[config.mk]
export PLATFORM = sky130hd
export DESIGN_NAME = dmem_bus_bridge
export DESIGN_NICKNAME = d
export VERILOG_FILES = /design/src/rtl/dmem_bus_bridge.sv
export SDC_FILE = /design/constraint.sdc
export NUM_CORES = 1
export LEC_CHECK = 0
export ABC_AREA = 1
export BUFFER_PORTS_ARGS = -buffer_cell sky130_fd_sc_hd__buf_2
export CAP_MARGIN = 20
export CORE_MARGIN = 4
export CORE_UTILIZATION = 28
export DETAILED_ROUTE_END_ITERATION = 6
export PLACE_DENSITY = 0.53
export SLEW_MARGIN = 20
export SYNTH_ARGS = -nofsm -noshare
export SYNTH_HDL_FRONTEND = slang
export SYNTH_SLANG_ARGS = --single-unit
[constraint.sdc]
create_clock -name clk -period 1.8 [get_ports clk]
set_input_delay 0.27 -clock clk [delete_from_list [all_inputs] [get_ports clk]]
set_output_delay 0.27 -clock clk [all_outputs]
set_load 0.005 [all_outputs]
[src/rtl/dmem_bus_bridge.sv]
// Memory-stage bridge: turns an M-stage load/store into one request/ready/response
// bus transaction, stalling the pipeline until it completes, errors or times out.
module dmem_bus_bridge #(
    parameter int TIMEOUT = 16
) (
    input  logic        clk,
    input  logic        rst,
    input  logic        MemWriteM,
    input  logic        MemReadM,
    input  logic [31:0] ALU_ResultM,
    input  logic [31:0] WriteDataM,
    output logic [31:0] ReadDataM,
    output logic        StallM,
    output logic        ErrM,
    output logic        bus_req,
    output logic        bus_we,
    output logic [29:0] bus_addr,
    output logic [31:0] bus_wdata,
    input  logic        bus_ready,
    input  logic        bus_rvalid,
    input  logic [31:0] bus_rdata
);
    // state | meaning
    // IDLE  | waiting for a load/store in M
    // REQ   | bus_req driven, waiting for bus_ready
    // RESP  | read accepted, waiting for bus_rvalid
    // DONE  | access finished, instruction leaves M this cycle
    localparam logic [1:0] IDLE = 2'd0;
    localparam logic [1:0] REQ  = 2'd1;
    localparam logic [1:0] RESP = 2'd2;
    localparam logic [1:0] DONE = 2'd3;

    localparam logic [7:0] CNT_LAST = 8'(TIMEOUT - 1);

    logic [1:0] state;
    logic [7:0] cnt;
    logic       err_flag;
    logic       mem_op;
    logic       aligned;
    logic       hs_done;
    logic       expire;

    assign mem_op  = MemReadM | MemWriteM;
    assign aligned = (ALU_ResultM[1:0] == 2'b00);

    always_comb begin
        hs_done = 1'b0;
        case (state)
            REQ:     hs_done = bus_ready;
            RESP:    hs_done = bus_rvalid;
            default: hs_done = 1'b0;
        endcase
    end

    // >= rather than == so a read accepted on the last REQ cycle still expires in RESP
    assign expire = (cnt >= CNT_LAST) && !hs_done;

    assign StallM = (state == REQ) || (state == RESP) || ((state == IDLE) && mem_op);
    assign ErrM   = (state == DONE) && err_flag;

    always_ff @(posedge clk) begin
        if (!rst) begin
            state     <= IDLE;
            cnt       <= 8'd0;
            err_flag  <= 1'b0;
            bus_req   <= 1'b0;
            bus_we    <= 1'b0;
            bus_addr  <= 30'd0;
            bus_wdata <= 32'd0;
            ReadDataM <= 32'd0;
        end else begin
            case (state)
                IDLE: begin
                    if (mem_op) begin
                        if (aligned) begin
                            bus_req   <= 1'b1;
                            bus_we    <= MemWriteM;
                            bus_addr  <= ALU_ResultM[31:2];
                            bus_wdata <= WriteDataM;
                            cnt       <= 8'd0;
                            err_flag  <= 1'b0;
                            state     <= REQ;
                        end else begin
                            ReadDataM <= 32'd0;
                            err_flag  <= 1'b1;
                            state     <= DONE;
                        end
                    end
                end
                REQ: begin
                    cnt <= cnt + 8'd1;
                    if (bus_ready) begin
                        bus_req <= 1'b0;
                        state   <= bus_we ? DONE : RESP;
                    end else if (expire) begin
                        bus_req   <= 1'b0;
                        ReadDataM <= 32'd0;
                        err_flag  <= 1'b1;
                        state     <= DONE;
                    end
                end
                RESP: begin
                    cnt <= cnt + 8'd1;
                    if (bus_rvalid) begin
                        ReadDataM <= bus_rdata;
                        state     <= DONE;
                    end else if (expire) begin
                        ReadDataM <= 32'd0;
                        err_flag  <= 1'b1;
                        state     <= DONE;
                    end
                end
                default: begin
                    err_flag <= 1'b0;
                    state    <= IDLE;
                end
            endcase
        end
    end
endmodule
==> results of run 1 <==
[how the worst max path moves through the flow]
stage | startpoint | to | slack (ns) | cells past startpoint
after floorplan | state[0]$_SDFFE_PN0N_ | ReadDataM[24]$_SDFFE_PN0P_ | 0.04 | 9
after global placement | state[0]$_SDFFE_PN0N_ | cnt[5]$_SDFFE_PN0P_ | 0.05 | 10
after detailed placement | state[0]$_SDFFE_PN0N_ | cnt[5]$_SDFFE_PN0P_ | -0.008 | 11
after CTS | state[0]$_SDFFE_PN0N_ | cnt[5]$_SDFFE_PN0P_ | 0.02 | 11
after global routing | state[1]$_SDFFE_PN0N_ | ReadDataM[20]$_SDFFE_PN0P_ | -0.05 | 10
final | state[1]$_SDFFE_PN0N_ | ReadDataM[17]$_SDFFE_PN0P_ | 0.11 | 10
[metal layers]
layer	GRT usage, %	share of wire, %	vias up
li1	-	-	2175
met1	16.1	42	1898
met2	22.8	47	145
met3	6.14	9.7	12
met4	4.05	1.1	0
met5	0	0	-
[power groups by stage]
stage / registers (mW) / clock network (mW) / logic, mW
6_report: 2.71 / 2.12 / 2.51
3_5_place_dp: 2.76 / 0 / 2.08
2_1_floorplan: 2.77 / 0 / 1.44
5_1_grt: 2.73 / 2.29 / 2.80
4_1_cts: 2.70 / 2.23 / 2.09
3_3_place_gp: 2.75 / 0 / 2.05
[sequential cells by signal (all words and copies together), names as in the netlist]
signal and count:
ReadDataM 32, bus_wdata 32, bus_addr 30, cnt 8, state 2, bus_req 1, bus_we 1, err_flag 1
[critical path, stage by stage, from the launching register on]
cell	delay, ns
dfxtp_1	0.33
inv_1	0.14
ha_4	0.19
inv_2	0.06
nor2_4	0.12
inv_2	0.07
a21oi_4	0.17
buf_4	0.22
nand2_8	0.12
nand2_1	0.09
a21oi_1	0.05
[cell type report]
type / instances / area, sq um / area share [%]
well taps: 184 / 230 / 3.91
inverters: 23 / 87.6 / 1.49
multi-input cells: 389 / 1890 / 32.0
clock inverters: 4 / 73.8 / 1.25
repair buffers: 217 / 1220 / 20.8
clock buffers: 12 / 246 / 4.18
flip-flops and latches: 107 / 2140 / 36.4
[cell usage in the layout (no fill, tap or decap), types with 2 or more instances in the layout]
cell type / netlist / final
a211oi_1: 2 / 2
a21oi_1: 99 / 98
a21oi_2: 4 / 5
buf_12: 0 / 6
buf_2: 6 / 199
buf_4: 0 / 11
bufinv_16: 0 / 2
clkbuf_1: 16 / 2
clkbuf_16: 0 / 10
clkinv_2: 0 / 2
dfxtp_1: 107 / 106
ha_1: 7 / 6
inv_1: 19 / 17
inv_2: 4 / 5
nand2_1: 201 / 199
nand2_2: 0 / 2
nand2_8: 0 / 2
nand3_1: 35 / 34
nand3_2: 5 / 5
nand4_1: 2 / 2
nor2_1: 17 / 15
nor2_2: 1 / 2
nor2_4: 1 / 2
o21ai_0: 5 / 4
o21ai_1: 1 / 2
xnor2_1: 2 / 2
[kinds of logic after synthesis]
| group | count (synthesis) | synth area share [%] |
|---|---|---|
| fa+ha+maj | 7 | 2.07 |
| xor+xnor | 3 | 0.621 |
| simple gates | 264 | 25.8 |
| buf+inv | 55 | 6.77 |
| compound gates | 113 | 14.2 |
| flops | 107 | 50.6 |
[synth_stat cells]
| cell type | n |
|---|---|
| nand2_1 | 201 |
| dfxtp_1 | 107 |
| a21oi_1 | 99 |
| nand3_1 | 35 |
| inv_1 | 19 |
| nor2_1 | 17 |
| clkbuf_1 | 16 |
| buf_6 | 8 |
| ha_1 | 7 |
| buf_2 | 6 |
| nand3_2 | 5 |
| o21ai_0 | 5 |
| a21oi_2 | 4 |
| inv_2 | 4 |
| a211oi_1 | 2 |
| nand4_1 | 2 |
| xnor2_1 | 2 |
| a21oi_4 | 1 |
| buf_8 | 1 |
| clkbuf_2 | 1 |
| nand2_4 | 1 |
| nor2_2 | 1 |
| nor2_4 | 1 |
| nor3_1 | 1 |
| o21ai_1 | 1 |
| o21bai_1 | 1 |
| xor2_1 | 1 |
[what timing repair did]
| action | in CTS | in global routing |
|---|---|---|
| gates cloned | 0 | 3 |
| pin swaps | 0 | 4 |
| endpoints found under the setup margin | 1 | 53 |
| resized for setup | 1 | 13 |
| buffers inserted | 0 | 3 |
==> flow_results.xml, run 1 <==
<?xml version="1.0" encoding="UTF-8"?>
<metrics>
  <group name="power_and_ir_drop">
    <metric name="power.sequential.fraction" unit="%">36.9</metric>
    <metric name="design_power_total" unit="mW">7.34</metric>
    <metric name="power_per_cell_area" unit="nW/um^2">1250</metric>
    <metric name="p_leak" unit="nW">2.66</metric>
    <metric name="clock_network_fraction_of_design_power" unit="%">28.9</metric>
    <metric name="switching_share" unit="%">33.8</metric>
    <metric name="power.switching" unit="mW">2.48</metric>
    <metric name="comb_power_share" unit="%">34.2</metric>
    <metric name="power.ir.vdd_worst" unit="mV">0.597</metric>
    <metric name="cellInternalPower" unit="mW">4.86</metric>
  </group>
  <group name="grt">
    <metric name="via_count_of_the_first_global_routing_pass" unit="">4036</metric>
    <metric name="global_route.usage.total" unit="%">13.8</metric>
    <metric name="grt_first_pass_wirelength" unit="um">18800</metric>
    <metric name="grt_start_max_net_pins" unit="">62</metric>
    <metric name="grt_antenna_before_repair" unit="">0</metric>
    <metric name="gr-total-overflow" unit="">0</metric>
  </group>
  <group name="worst_setup_path">
    <metric name="startpoint_type" unit="">register</metric>
    <metric name="crit_path_max_fanout" unit="">16</metric>
    <metric name="timing.critical_path.arrival" unit="ns">1.91</metric>
    <metric name="timing.critical_path.required" unit="ns">2.02</metric>
    <metric name="critical_path.endpoint_type" unit="">register</metric>
    <metric name="register_to_register_setup_slack" unit="ns">0.11</metric>
    <metric name="worst-setup-path-type" unit="">reg -&gt; reg</metric>
    <metric name="startpoint_of_the_worst_register_to_register_path" unit="">state[1]$_SDFFE_PN0N_</metric>
    <metric name="worst_r2r_endpoint" unit="">ReadDataM[17]$_SDFFE_PN0P_</metric>
    <metric name="r2r_cells" unit="">10</metric>
  </group>
  <group name="clock_network">
    <metric name="cts_buffers" unit="">9</metric>
    <metric name="htree_levels" unit="">3</metric>
    <metric name="clockBufferDepth" unit="">2</metric>
    <metric name="clock-sinks" unit="">107</metric>
    <metric name="cts_tree" unit="">built</metric>
    <metric name="cts.reportedPaths.clkPinSlew" unit="ns">0.07</metric>
    <metric name="insertion_delay" unit="ns">0.35</metric>
    <metric name="holdBufCountCts" unit="">0</metric>
    <metric name="cts_root_buffer" unit="">clkbuf_16</metric>
  </group>
  <group name="finish">
    <metric name="post_layout_nonfiller_instances" unit="">936</metric>
    <metric name="final_util" unit="%">40.2</metric>
    <metric name="final_design_area_no_fill" unit="sq um">5890</metric>
    <metric name="syn_to_final_growth" unit="%">39.2</metric>
    <metric name="drive_above_1_share" unit="%">34.6</metric>
    <metric name="filler_cell_count" unit="">1491</metric>
    <metric name="antenna-diode-count" unit="">0</metric>
    <metric name="num-nets-final" unit="">856</metric>
  </group>
  <group name="sta">
    <metric name="timing_worst_slew_pin_value" unit="ns">0.294</metric>
    <metric name="timing.final.hold_violations" unit="">0</metric>
    <metric name="report.final.slew_viol_count" unit="">0</metric>
    <metric name="fin_crit_sh" unit="%">93.7</metric>
    <metric name="setup_tns" unit="ns">0</metric>
    <metric name="setup_ws" unit="ns">0.114</metric>
    <metric name="worst_hold_slack" unit="ns">0.162</metric>
    <metric name="max_slew_margin" unit="%">80.4</metric>
    <metric name="maxClockFrequency" unit="GHz">0.593</metric>
    <metric name="timing.final.setup_violations" unit="">0</metric>
    <metric name="layout_min_cycle_time" unit="ns">1.69</metric>
    <metric name="timing.clock.skew" unit="ns">0.00806</metric>
  </group>
  <group name="floorplanning">
    <metric name="die_area" unit="sq um">17100</metric>
    <metric name="floorplan.initialDensity" unit="%">28.9</metric>
    <metric name="die_width" unit="um">131</metric>
    <metric name="num_rows" unit="">44</metric>
    <metric name="core" unit="sq um">14600</metric>
    <metric name="die_h" unit="um">131</metric>
    <metric name="ios" unit="">200</metric>
  </group>
  <group name="synth">
    <metric name="netlist-cell-type-count" unit="">27</metric>
    <metric name="netlist_area" unit="sq um">4230</metric>
    <metric name="synthesis.yosys.warnings" unit="">0</metric>
    <metric name="synth_fp_nets" unit="">658</metric>
    <metric name="synth_area_leaders" unit="">dfxtp_1 51%, nand2_1 18%, a21oi_1 12%</metric>
    <metric name="syn_avg_cell_area" unit="sq um">7.71</metric>
    <metric name="synth-seq-cells" unit="">107</metric>
    <metric name="seq_area_frac_synth" unit="%">50.6</metric>
    <metric name="yosys.area.top_type" unit="">dfxtp_1</metric>
    <metric name="synth_top_cell_area_share" unit="%">50.6</metric>
    <metric name="postSynthCellCount" unit="">549</metric>
  </group>
  <group name="detailed_routing">
    <metric name="wirelength" unit="um">12600</metric>
    <metric name="dr.pass1.iters" unit="">4</metric>
    <metric name="detail_route.drc_violations" unit="">0</metric>
    <metric name="viasPerCell" unit="">4.52</metric>
    <metric name="routedWlPerCell" unit="um">13.5</metric>
    <metric name="drtIter0Drc" unit="">196</metric>
    <metric name="remaining_antenna_violation_count" unit="">0</metric>
    <metric name="count_of_vias_placed_by_the_detailed_router" unit="">4230</metric>
  </group>
  <group name="placed_design">
    <metric name="placement.io_buffers" unit="">199</metric>
    <metric name="placement.setup.worst_slack" unit="ns">-0.00761</metric>
    <metric name="placed_area" unit="sq um">5440</metric>
    <metric name="detailedPlacementHpwl" unit="um">8850</metric>
    <metric name="gp_congestion" unit="">0.834</metric>
    <metric name="post_place_cells" unit="">914</metric>
  </group>
  <group name="outcome">
    <metric name="status" unit="">finished, final reports clean</metric>
  </group>
  <group name="min_path">
    <metric name="startpoint_of_the_worst_hold_path" unit="">WriteDataM[18]</metric>
    <metric name="worst_hold_path_type" unit="">in -&gt; reg</metric>
    <metric name="hold_path_depth" unit="">3</metric>
    <metric name="min_to" unit="">bus_wdata[18]$_SDFFE_PN0P_</metric>
  </group>
  <group name="run">
    <metric name="timing.max_cap.violations" unit="">0</metric>
  </group>
</metrics>
(Power assumes the default switching activity.)
==> run 2, diff against run 1 <==
BUFFER_PORTS_ARGS = -buffer_cell sky130_fd_sc_hd__buf_4   (was -buffer_cell sky130_fd_sc_hd__buf_2)
MAX_ROUTING_LAYER = met4   (was default)
==> flow_results.xml, run 2 (synthesis gave the netlist of run 1 again) <==
<?xml version="1.0" encoding="UTF-8"?>
<metrics>
  <group name="grt">
    <metric name="gr-total-overflow" unit="">0</metric>
    <metric name="grt_antenna_before_repair" unit="">0</metric>
    <metric name="grt_first_pass_wirelength" unit="um">19500</metric>
    <metric name="grt_start_max_net_pins" unit="">70</metric>
    <metric name="global_route.usage.total" unit="%">14.6</metric>
    <metric name="via_count_of_the_first_global_routing_pass" unit="">4074</metric>
  </group>
  <group name="power_and_ir_drop">
    <metric name="power_per_cell_area" unit="nW/um^2">1170</metric>
    <metric name="power.sequential.fraction" unit="%">36.5</metric>
    <metric name="clock_network_fraction_of_design_power" unit="%">26.0</metric>
    <metric name="p_leak" unit="nW">2.72</metric>
    <metric name="cellInternalPower" unit="mW">4.89</metric>
    <metric name="power.ir.vdd_worst" unit="mV">0.507</metric>
    <metric name="power.switching" unit="mW">2.55</metric>
    <metric name="comb_power_share" unit="%">37.4</metric>
    <metric name="switching_share" unit="%">34.3</metric>
  </group>
  <group name="min_path">
    <metric name="min_to" unit="">bus_wdata[27]$_SDFFE_PN0P_</metric>
    <metric name="worst_hold_path_type" unit="">in -&gt; reg</metric>
    <metric name="startpoint_of_the_worst_hold_path" unit="">WriteDataM[27]</metric>
    <metric name="hold_path_depth" unit="">3</metric>
  </group>
  <group name="finish">
    <metric name="antenna-diode-count" unit="">0</metric>
    <metric name="final_util" unit="%">43.4</metric>
    <metric name="drive_above_1_share" unit="%">35.0</metric>
    <metric name="final_common_cell" unit="">buf_4</metric>
    <metric name="largest_registers" unit="">ReadDataM x32, bus_wdata x32, bus_addr x30</metric>
    <metric name="most-common-layout-cells" unit="">209 x buf_4, 198 x nand2_1, 105 x dfxtp_1, 98 x a21oi_1, 34 x nand3_1</metric>
    <metric name="syn_to_final_growth" unit="%">50.2</metric>
    <metric name="num-nets-final" unit="">855</metric>
  </group>
  <group name="floorplanning">
    <metric name="die_area" unit="sq um">17100</metric>
    <metric name="die_h" unit="um">131</metric>
    <metric name="num_rows" unit="">44</metric>
    <metric name="floorplan.initialDensity" unit="%">28.9</metric>
    <metric name="die_width" unit="um">131</metric>
    <metric name="core" unit="sq um">14600</metric>
    <metric name="ios" unit="">200</metric>
  </group>
  <group name="worst_setup_path">
    <metric name="register_to_register_setup_slack" unit="ns">0.09</metric>
    <metric name="critical_path.endpoint_type" unit="">register</metric>
    <metric name="crit_path_max_fanout" unit="">16</metric>
    <metric name="r2r_cells" unit="">9</metric>
    <metric name="startpoint_of_the_worst_register_to_register_path" unit="">state[0]$_SDFFE_PN0N_</metric>
    <metric name="startpoint_type" unit="">register</metric>
    <metric name="worst_r2r_endpoint" unit="">ReadDataM[26]$_SDFFE_PN0P_</metric>
    <metric name="timing.critical_path.arrival" unit="ns">1.99</metric>
    <metric name="timing.critical_path.required" unit="ns">2.08</metric>
    <metric name="worst-setup-path-type" unit="">reg -&gt; reg</metric>
  </group>
  <group name="clock_network">
    <metric name="insertion_delay" unit="ns">0.34</metric>
    <metric name="cts.reportedPaths.clkPinSlew" unit="ns">0.07</metric>
    <metric name="cts_tree" unit="">built</metric>
    <metric name="cts_buffers" unit="">9</metric>
    <metric name="cts_root_buffer" unit="">clkbuf_16</metric>
    <metric name="clockBufferDepth" unit="">2</metric>
    <metric name="holdBufCountCts" unit="">0</metric>
    <metric name="clock-sinks" unit="">107</metric>
    <metric name="htree_levels" unit="">3</metric>
  </group>
  <group name="sta">
    <metric name="layout_min_cycle_time" unit="ns">1.71</metric>
    <metric name="maxClockFrequency" unit="GHz">0.584</metric>
    <metric name="fin_crit_sh" unit="%">95.1</metric>
    <metric name="timing.final.hold_violations" unit="">0</metric>
    <metric name="report.final.slew_viol_count" unit="">0</metric>
    <metric name="timing_worst_slew_pin_value" unit="ns">0.762</metric>
    <metric name="timing.clock.skew" unit="ns">0.00634</metric>
    <metric name="worst_hold_slack" unit="ns">0.177</metric>
    <metric name="timing.final.setup_violations" unit="">0</metric>
    <metric name="max_slew_margin" unit="%">49.2</metric>
  </group>
  <group name="placed_design">
    <metric name="gp_congestion" unit="">0.888</metric>
    <metric name="detailedPlacementHpwl" unit="um">9100</metric>
    <metric name="placement.io_buffers" unit="">199</metric>
  </group>
  <group name="detailed_routing">
    <metric name="route.top_layer_used" unit="">met4</metric>
    <metric name="remaining_antenna_violation_count" unit="">0</metric>
    <metric name="met2_wirelength" unit="um">6000</metric>
    <metric name="routedWlPerCell" unit="um">14.0</metric>
    <metric name="wl_met1" unit="um">5400</metric>
    <metric name="drtIter0Drc" unit="">176</metric>
    <metric name="detailroute.wirelength.met3" unit="um">1310</metric>
    <metric name="dr.pass1.iters" unit="">6</metric>
    <metric name="detail_route.drc_violations" unit="">0</metric>
    <metric name="wirelength" unit="um">13000</metric>
    <metric name="count_of_vias_placed_by_the_detailed_router" unit="">4253</metric>
    <metric name="viasPerCell" unit="">4.56</metric>
  </group>
  <group name="run">
    <metric name="timing.max_cap.violations" unit="">0</metric>
  </group>
  <group name="outcome">
    <metric name="status" unit="">finished, final reports clean</metric>
  </group>
</metrics>
## run 2: changes by cell type in the layout (fill, tap and decap cells not counted), sizes merged
cell / delta
buf: -2
nand2: +1
clkbuf: -1
bufinv: -1
## run 2: metal layers
metal / GRT usage, % / vias to the layer above
li1: - / 2168
met1: 17.8 / 1884
met2: 22.1 / 179
met4: 5.63 / 0
met5: - / -
met3: 5.24 / 22
## run 2: critical path, cell delays in order (launching register included)
cell and delay, ns:
dfxtp_2 0.33, buf_4 0.15, ha_1 0.21, nand2_1 0.11
nand2_1 0.10, a21oi_4 0.14, buf_12 0.18, clkbuf_16 0.19
nand3_1 0.09, a21oi_2 0.13
## run 2: how the worst max path moves through the flow
| stage | start | to | slack, ns | cells past startpoint |
|---|---|---|---|---|
| CTS | state[1]$_SDFFE_PN0N_ | ReadDataM[24]$_SDFFE_PN0P_ | 0.01 | 7 |
| finish | state[0]$_SDFFE_PN0N_ | ReadDataM[26]$_SDFFE_PN0P_ | 0.09 | 9 |
| global route | state[0]$_SDFFE_PN0N_ | ReadDataM[13]$_SDFFE_PN0P_ | -0.01 | 10 |
| global placement | state[0]$_SDFFE_PN0N_ | cnt[5]$_SDFFE_PN0P_ | 0.04 | 10 |
| floorplan | state[0]$_SDFFE_PN0N_ | ReadDataM[24]$_SDFFE_PN0P_ | 0.04 | 9 |
| detailed placement | state[1]$_SDFFE_PN0N_ | ReadDataM[17]$_SDFFE_PN0P_ | -0.006 | 9 |
## run 2: repair_timing
item,4_1_cts,5_1_grt
endpoints found under the setup margin,15,34
cloned,0,4
endpoints found under the hold margin,0,0
gates resized for setup,2,18
setup buffers,0,1
pin swaps,0,4
## run 2: per-stage QoR
stage | setup slack, ns | power [mW] | cells | TNS (ns) | area, sq um
finish | 0.0886 | 7.44 | 933 | 0 | 6360
detailed placement | -0.00569 | 4.99 | 914 | -0.0101 | 5910
CTS | 0.0113 | 7.01 | 928 | 0 | 6210
floorplan | 0.0425 | 4.21 | 549 | 0 | 4230
global placement | 0.0416 | 4.96 | 914 | 0 | 5910
global route | -0.0110 | 7.89 | 933 | -0.0483 | 6360
## run 2: cell type report
class	count	area [sq um]
clock buffers	11	243
clock inverters	3	40.0
fillers	1492	8290
inverters	23	87.6
multi-input cells	390	1920
flip-flops and latches	107	2140
well taps	184	230
repair buffers	215	1690
## run 2: power by group through the flow
stage,Clock (mW),Combinational (mW),Sequential (mW)
floorplan,0,1.44,2.77
global placement,0,2.20,2.76
detailed placement,0,2.23,2.76
CTS,2.02,2.28,2.71
global route,2.11,3.04,2.75
finish,1.94,2.79,2.72
==> run 3, diff against run 2 <==
RECOVER_POWER = 100   (was default)
==> flow_results.xml, run 3 (synthesis gave the netlist of run 1 again) <==
<?xml version="1.0" encoding="UTF-8"?>
<metrics>
  <group name="worst_setup_path">
    <metric name="worst-setup-path-type" unit="">reg -&gt; reg</metric>
    <metric name="critPathSlowestCell" unit="">dfxtp_2</metric>
    <metric name="critical_path.most_common_cell" unit="">nand2_1</metric>
    <metric name="timing.critical_path.required" unit="ns">2.07</metric>
    <metric name="startpoint_type" unit="">register</metric>
    <metric name="crit_path_max_fanout" unit="">16</metric>
    <metric name="path_cells" unit="">buf_4 -&gt; ha_1 -&gt; nand2_1 -&gt; nand2_1 -&gt; a21oi_4 -&gt; buf_12 -&gt; clkbuf_16 -&gt; nand3_1 -&gt; a21oi_2</metric>
    <metric name="critical_path.endpoint_type" unit="">register</metric>
    <metric name="crit_buf_inv" unit="">3</metric>
    <metric name="worst_path_largest_cell_delay" unit="ns">0.33</metric>
    <metric name="path_delay_family" unit="">buffers and inverters</metric>
    <metric name="timing.critical_path.arrival" unit="ns">1.98</metric>
  </group>
  <group name="placed_design">
    <metric name="gp_congestion" unit="">0.888</metric>
    <metric name="placed_area" unit="sq um">5910</metric>
    <metric name="placement.io_buffers" unit="">199</metric>
    <metric name="detailedPlacementHpwl" unit="um">9100</metric>
    <metric name="placement.setup.worst_slack" unit="ns">-0.00569</metric>
  </group>
  <group name="sta">
    <metric name="maxClockFrequency" unit="GHz">0.586</metric>
    <metric name="report.final.slew_viol_count" unit="">0</metric>
    <metric name="timing.final.hold_violations" unit="">0</metric>
    <metric name="layout_min_cycle_time" unit="ns">1.71</metric>
    <metric name="fin_crit_sh" unit="%">94.8</metric>
    <metric name="timing.clock.skew" unit="ns">0.00529</metric>
    <metric name="timing_worst_slew_pin_value" unit="ns">0.777</metric>
    <metric name="max_slew_margin" unit="%">48.2</metric>
    <metric name="setup_tns" unit="ns">0</metric>
    <metric name="timing.final.setup_violations" unit="">0</metric>
    <metric name="setup_ws" unit="ns">0.0927</metric>
  </group>
  <group name="detailed_routing">
    <metric name="viasPerCell" unit="">4.55</metric>
    <metric name="detail_route.drc_violations" unit="">0</metric>
    <metric name="routedWlPerCell" unit="um">13.9</metric>
    <metric name="dr.pass1.iters" unit="">4</metric>
    <metric name="remaining_antenna_violation_count" unit="">0</metric>
    <metric name="count_of_vias_placed_by_the_detailed_router" unit="">4247</metric>
    <metric name="drtIter0Drc" unit="">185</metric>
    <metric name="wirelength" unit="um">12900</metric>
  </group>
  <group name="grt">
    <metric name="global_route.usage.total" unit="%">14.6</metric>
    <metric name="gr-total-overflow" unit="">0</metric>
    <metric name="grt_first_pass_wirelength" unit="um">19500</metric>
    <metric name="via_count_of_the_first_global_routing_pass" unit="">4074</metric>
    <metric name="grt_antenna_before_repair" unit="">0</metric>
    <metric name="grt_start_max_net_pins" unit="">70</metric>
  </group>
  <group name="finish">
    <metric name="num-nets-final" unit="">855</metric>
    <metric name="drive_above_1_share" unit="%">31.1</metric>
    <metric name="final_common_cell" unit="">nand2_1</metric>
    <metric name="most-common-layout-cells" unit="">198 x nand2_1, 109 x buf_4, 105 x dfxtp_1, 98 x a21oi_1, 71 x clkbuf_4</metric>
    <metric name="antenna-diode-count" unit="">0</metric>
    <metric name="syn_to_final_growth" unit="%">47.3</metric>
    <metric name="final_design_area_no_fill" unit="sq um">6230</metric>
    <metric name="largest_registers" unit="">ReadDataM x32, bus_wdata x32, bus_addr x30</metric>
  </group>
  <group name="power_and_ir_drop">
    <metric name="power.switching" unit="mW">2.54</metric>
    <metric name="power.ir.vdd_worst" unit="mV">0.504</metric>
    <metric name="p_leak" unit="nW">2.56</metric>
    <metric name="power_per_cell_area" unit="nW/um^2">1180</metric>
    <metric name="switching_share" unit="%">34.6</metric>
    <metric name="power.sequential.fraction" unit="%">36.9</metric>
    <metric name="clock_network_fraction_of_design_power" unit="%">26.3</metric>
    <metric name="comb_power_share" unit="%">36.8</metric>
    <metric name="cellInternalPower" unit="mW">4.81</metric>
  </group>
  <group name="clock_network">
    <metric name="insertion_delay" unit="ns">0.34</metric>
    <metric name="htree_levels" unit="">3</metric>
    <metric name="clock-sinks" unit="">107</metric>
    <metric name="cts.reportedPaths.clkPinSlew" unit="ns">0.07</metric>
    <metric name="cts_tree" unit="">built</metric>
    <metric name="cts_root_buffer" unit="">clkbuf_16</metric>
    <metric name="cts_buffers" unit="">9</metric>
    <metric name="clockBufferDepth" unit="">2</metric>
    <metric name="holdBufCountCts" unit="">0</metric>
  </group>
  <group name="floorplanning">
    <metric name="floorplan.initialDensity" unit="%">28.9</metric>
    <metric name="die_area" unit="sq um">17100</metric>
    <metric name="die_width" unit="um">131</metric>
    <metric name="die_h" unit="um">131</metric>
    <metric name="num_rows" unit="">44</metric>
    <metric name="core" unit="sq um">14600</metric>
    <metric name="ios" unit="">200</metric>
  </group>
  <group name="outcome">
    <metric name="status" unit="">finished, final reports clean</metric>
  </group>
  <group name="run">
    <metric name="timing.max_cap.violations" unit="">0</metric>
  </group>
  <group name="min_path">
    <metric name="worst_hold_path_type" unit="">in -&gt; reg</metric>
  </group>
</metrics>
==> run 3: cell types whose count changed in the layout (fill, tap and decap cells not counted) <==
cell,delta
clkbuf_2,+2
inv_2,-1
clkbuf_4,+71
inv_1,+1
o21ai_1,-1
o21ai_0,+1
buf_4,-100
clkbuf_1,+28
buf_12,-1
==> run 3: final cells by class <==
cell class | count | area (sq um)
clock buffers | 11 | 243
clock inverters | 3 | 40.0
fillers | 1522 | 8410
inverters | 23 | 87.6
multi-input cells | 390 | 1920
flip-flops and latches | 107 | 2140
well taps | 184 | 230
repair buffers | 215 | 1570
==> run 3: worst min-delay path, stage by stage <==
cell	delay (ns)
buf_4	0.08
nand2_1	0.04
a21oi_1	0.10
==> run 3: repair_timing <==
item                       4_1_cts  5_1_grt
setup endpoints to repair       15       34
gates resized for setup          2       18
pin swaps                        0        4
buffers inserted                 0        1
cloned                           0        4
==> run 3: final timing paths <==
kind | start | to | slack [ns] | depth (start not counted)
setup / recovery | state[0]$_SDFFE_PN0N_ | ReadDataM[26]$_SDFFE_PN0P_ | 0.09 | 9
hold / removal | WriteDataM[27] | bus_wdata[27]$_SDFFE_PN0P_ | 0.18 | 3
setup reg to reg | state[0]$_SDFFE_PN0N_ | ReadDataM[26]$_SDFFE_PN0P_ | 0.09 | 9
hold reg to reg | ReadDataM[9]$_SDFFE_PN0P_ | ReadDataM[9]$_SDFFE_PN0P_ | 0.46 | 2
==> run 3: layer usage <==
metal	up-vias	GRT usage (%)	part of all wire, %
met4	0	5.63	2.3
li1	2167	-	-
met2	155	22.1	46
met3	20	5.24	8.6
met5	-	-	0
met1	1905	17.8	43
==> run 3: power by group through the flow <==
stage          logic, mW  registers [mW]  clock network [mW]
6_report            2.71            2.71                1.94
5_1_grt             2.95            2.74                2.11
4_1_cts             2.28            2.71                2.02
3_5_place_dp        2.23            2.76                   0
3_3_place_gp        2.20            2.76                   0
2_1_floorplan       1.44            2.77                   0
==> run 3: metrics by stage <==
stage                     cells  total power, mW  hold WS (ns)  util [%]
after floorplan             549             4.21         0.391         -
after detailed placement    914             4.99         0.455      40.4
after global placement      914             4.96         0.449      40.4
after global routing        933             7.80         0.167      42.6
final                       933             7.36         0.177      42.6
after CTS                   928             7.01         0.157      42.4
